==> src/rtl/up_down_count_pkg.sv <==
// Shared constants for the up/down counter: direction encodings and default width.
package up_down_count_pkg;

  localparam int unsigned DEFAULT_WIDTH = 4;

  // Count direction encoding on the mode input
  localparam logic MODE_UP   = 1'b1;
  localparam logic MODE_DOWN = 1'b0;

endpackage : up_down_count_pkg

==> src/rtl/up_down_count.sv <==
// Loadable WIDTH-bit up/down counter with asynchronous active-low reset.
// Ports (positional order kept for legacy instantiations):
//   data : parallel load value
//   clk  : clock, all state changes on rising edge except reset
//   rst  : asynchronous reset, active low, forces q to 0
//   load : synchronous load, takes priority over counting
//   mode : direction, MODE_UP counts up, MODE_DOWN counts down
//   q    : registered count, wraps modulo 2^WIDTH in both directions
module up_down_count
  import up_down_count_pkg::*;
#(
  parameter int unsigned WIDTH = DEFAULT_WIDTH
) (
  input  logic [WIDTH-1:0] data,
  input  logic             clk,
  input  logic             rst,
  input  logic             load,
  input  logic             mode,
  output logic [WIDTH-1:0] q
);

  logic [WIDTH-1:0] count_next;

  // Next-count selection: load wins, otherwise step in the requested direction
  always_comb begin
    count_next = q;
    if (load) begin
      count_next = data;
    end else if (mode == MODE_UP) begin
      count_next = q + WIDTH'(1);
    end else begin
      count_next = q - WIDTH'(1);
    end
  end

  // Count register; reset wins over any pending load or count
  always_ff @(posedge clk or negedge rst) begin
    if (!rst) begin
      q <= '0;
    end else begin
      q <= count_next;
    end
  end

endmodule : up_down_count

==> config.mk <==
export PLATFORM = sky130hd
export DESIGN_NAME = up_down_count
export DESIGN_NICKNAME = d
export VERILOG_FILES = /design/src/rtl/up_down_count_pkg.sv /design/src/rtl/up_down_count.sv
export SDC_FILE = /design/constraint.sdc
export NUM_CORES = 1
export LEC_CHECK = 0
export CORE_AREA = 2 2 39 41
export CTS_BUF_LIST = sky130_fd_sc_hd__clkbuf_8
export DETAILED_ROUTE_END_ITERATION = 12
export DIE_AREA = 0 0 41 43
export PLACE_DENSITY = 0.48
export SKIP_LAST_GASP = 1
export SYNTH_ARGS = -nofsm -noshare
export SYNTH_HDL_FRONTEND = slang
export SYNTH_SLANG_ARGS = --single-unit
==> constraint.sdc <==
create_clock -name clk -period 3.1 [get_ports clk]
set_clock_uncertainty 0.15 [all_clocks]
set_input_delay 0.62 -clock clk [delete_from_list [all_inputs] [get_ports clk]]
set_output_delay 0.62 -clock clk [all_outputs]
set_load 0.05 [all_outputs]
==> tab_implementation.tex <==
\begin{tabular}{lr}
\hline
Metric & Value \\
\hline
\multicolumn{2}{l}{\textbf{Yosys}} \\
\quad Leading register cell type out of synthesis & sky130\_fd\_sc\_hd\_\_dfrtp\_1 \\
\quad Cells after Synth & 21 \\
\quad Leading area contributor after synthesis & sky130\_fd\_sc\_hd\_\_dfrtp\_1 \\
\quad Count of state elements after synthesis & 4 \\
\quad Number of flops mapped to enable cells by yosys & 0 \\
\quad Top cells by area in the synthesized netlist & sky130\_fd\_sc\_hd\_\_dfrtp\_1, sky130\_fd\_sc\_hd\_\_ha\_1, sky130\_fd\_sc\_hd\_\_fa\_1 \\
\quad Yosys warning total & 0 \\
\quad Synthesized area divided by synthesized cell count & approximately 11 um\^{}2 \\
\quad Portion of synthesized cell area occupied by the leading cell type & 0.428 \\
\quad Count of unique library cells instantiated by Yosys & 14 \\
\quad Synthesized Nets & 32 \\
\quad Syn Std Cell Area & around 230 um\^{}2 \\
\quad Share of synthesized flip-flops with an asynchronous set or reset & 1.00 \\
\quad Share of the yosys chip area belonging to registers & 0.428 \\
\multicolumn{2}{l}{\textbf{Setup path}} \\
\quad CP required & roughly 2.3 ns \\
\quad Critical path class & reg2out \\
\quad Worst Path Buf+Inv & 1 \\
\quad CP max stage delay & between 0.8 and 0.9 ns \\
\quad Max FO, Critical Path & 4 \\
\quad Worst EP arrival & 1.46 ns \\
\quad Sort of element at the end of the critical path & output port \\
\quad Cell family contributing the most delay on the critical path & buffers and inverters \\
\quad Cell-by-cell listing of the critical path & clkdlybuf4s50\_1 \\
\quad Launching element type of the critical path & flip-flop \\
\quad Critical-path cell with the highest stage delay & sky130\_fd\_sc\_hd\_\_clkdlybuf4s50\_1 \\
\multicolumn{2}{l}{\textbf{Timing}} \\
\quad Count of final hold-check violations & 0 \\
\quad Number of max-slew violations in the final report & 0 \\
\quad Worst-case headroom to the max-slew limit & 0.659 \\
\quad Final-layout worst hold slack & 0.418 ns \\
\quad Setup repair after global routing missed its margin & false \\
\quad Final WS setup & about 0.87 ns \\
\quad Slew at the pin closest to its max-slew limit & $\sim$0.51 ns \\
\quad Number of setup violations in the final report & 0 \\
\quad Final Cycle Share & 0.720 \\
\quad Max Fclk & between 400 and 500 MHz \\
\quad Minimum clock period after layout & 2.23 ns \\
\quad TNS Setup & 0 ns \\
\multicolumn{2}{l}{\textbf{Detailed routing}} \\
\quad Initial DRC count & 0 \\
\quad Total wire length & 574 um \\
\quad Detail-routed via count per cell & about 4 \\
\quad Routed Antenna Nets & 0 \\
\quad First drt pass iteration count & 1 \\
\quad Total via count after detailed routing & 210 \\
\quad Detailed-route DRC error count & 0 \\
\quad Average routed wire per standard cell & between 10 and 15 um \\
\multicolumn{2}{l}{\textbf{Floorplanning}} \\
\quad Overall die area & 1760 um\^{}2 \\
\quad Initial core utilization & 0.169 \\
\quad Placement row count & 14 \\
\quad Placeable core region & around 1400 um\^{}2 \\
\quad X dimension of the die & between 40 and 50 um \\
\quad Total I/O pin count & 12 \\
\quad Die height & $\sim$43 um \\
\multicolumn{2}{l}{\textbf{Clock tree}} \\
\quad Library cell used as clock root buffer & sky130\_fd\_sc\_hd\_\_clkbuf\_8 \\
\quad TritonCTS buffer count & 3 \\
\quad CTS tree & done \\
\quad Clock latency on the worst-skew pair & 0.22 ns \\
\quad CTS resizes & 0 \\
\quad H-Tree Level Count & 1 \\
\quad Clock tree buffer depth & 2 \\
\quad Clock transition time at the flip-flop clock pins of the worst setup and hold paths & about 0.03 ns \\
\quad Post-CTS Hold Buffers & 0 \\
\quad Post-CTS Setup Bufs & 0 \\
\quad Clk sinks & 4 \\
\multicolumn{2}{l}{\textbf{Pwr}} \\
\quad Power density over the cells & about 730 nW/um\^{}2 \\
\quad Total power draw & around 0.30 mW \\
\quad Worst ir drop on vdd & around 0.29 mV \\
\quad Static Leak & around 0.17 nW \\
\multicolumn{2}{l}{\textbf{Finish}} \\
\quad Largest registers & q (4) \\
\quad Area overhead of the layout relative to synthesis & 73.3\% \\
\quad FF+latch area & between 100 and 150 um\^{}2 \\
\quad Fillcell total & between 150 and 200 \\
\quad Net total in the final layout & 48 \\
\quad Multi-input gate area in the final layout & 130 um\^{}2 \\
\quad Diodes inserted & 0 \\
\quad Non-Filler Instances & between 50 and 60 \\
\quad Top register by number of flip-flops & q \\
\quad Cell area after layout & between 400 and 500 um\^{}2 \\
\quad Number of flip-flops under the largest register name & 4 \\
\quad Fraction of layout instances using a drive strength above 1 & 0.114 \\
\quad Finished Core Util & 0.293 \\
\multicolumn{2}{l}{\textbf{Placement}} \\
\quad Post-placement worst setup slack & approximately 0.76 ns \\
\quad Cell Area, Placed & $\sim$360 um\^{}2 \\
\quad Port Buffer Count & 11 \\
\quad Instance count after placement with tap cells included & 48 \\
\quad Gpl congestion & 0.726 \\
\multicolumn{2}{l}{\textbf{Global route}} \\
\quad Vias in the first global route & 244 \\
\quad Initial antenna violation count & 0 \\
\quad Grt ovf & 0 \\
\quad Global-route usage over all layers & 0.0896 \\
\quad Global-route wire length before repair & between 900 and 1000 um \\
\quad Largest net degree at the start of global routing & 9 \\
\multicolumn{2}{l}{\textbf{Min path}} \\
\quad Tightest Hold Check Type & reg2reg \\
\multicolumn{2}{l}{\textbf{Outcome}} \\
\quad Outcome & completed \\
\multicolumn{2}{l}{\textbf{Job}} \\
\quad MaxCap Viol Count & 0 \\
\hline
\end{tabular}
==> cell families after synthesis <==
family	count (synthesis)	share of synthesized area
AO/OA/AOI/OAI	5	0.134
AND/OR/NAND/NOR	5	0.107
flip-flops	4	0.428
adder cells (fa/ha/maj)	3	0.192
XOR/XNOR	2	0.0749
buffers and inverters	1	0.0160
multiplexers	1	0.0481
==> synth_stat cells (2+ instances only) <==
master / count
sky130_fd_sc_hd__nand2_1: 2
sky130_fd_sc_hd__dfrtp_1: 4
sky130_fd_sc_hd__ha_1: 2
sky130_fd_sc_hd__nor2b_1: 2
sky130_fd_sc_hd__o21ai_0: 2
==> cells in the final DEF (no fill, tap or decap) <==
cell type,n
sky130_fd_sc_hd__a211oi_1,1
sky130_fd_sc_hd__a21oi_1,1
sky130_fd_sc_hd__a311oi_1,1
sky130_fd_sc_hd__clkbuf_8,3
sky130_fd_sc_hd__clkdlybuf4s50_1,11
sky130_fd_sc_hd__dfrtp_1,4
sky130_fd_sc_hd__fa_1,1
sky130_fd_sc_hd__ha_1,2
sky130_fd_sc_hd__inv_1,1
sky130_fd_sc_hd__mux2_2,1
sky130_fd_sc_hd__nand2_1,2
sky130_fd_sc_hd__nand3_1,1
sky130_fd_sc_hd__nor2b_1,2
sky130_fd_sc_hd__o21ai_0,2
sky130_fd_sc_hd__xnor2_1,1
sky130_fd_sc_hd__xor2_1,1
==> where the power goes <==
group	switching (mW)	internal [mW]
logic	0.0662	0.0473
clock network	0.0287	0.0829
registers	0.00876	0.0635
total	0.104	0.194
==> layer usage <==
metal  track usage  wire, um  vias up
met2         0.128       248       14
met1        0.0812       230       92
li1              -         -      104
met3         0.105        94        0
met4        0.0200         0        0
met5             0         0        -
==> final cells by class <==
cell class              count  area share
flip-flops and latches      4       0.247
repair buffers             11       0.272
multi-input cells          16       0.321
clock buffers               3       0.102
inverters                   1     0.00926
well taps                  16      0.0494
==> path summary, 6_finish.rpt <==
path / slack [ns] / endpoint / cells after the start / start
worst max-delay path: 0.87 / q[0] / 1 / q[0]
min in group asynchronous: 0.47 / q[1] / 1 / rst
worst min register to register: 0.42 / q[0] / 1 / q[0]
worst max register to register: 1.65 / q[3] / 4 / q[2]
worst min-delay path: 0.42 / q[0] / 1 / q[0]
max in group asynchronous: 2.14 / q[0] / 1 / rst
No activity file was read; power rests on OpenSTA's default activity.
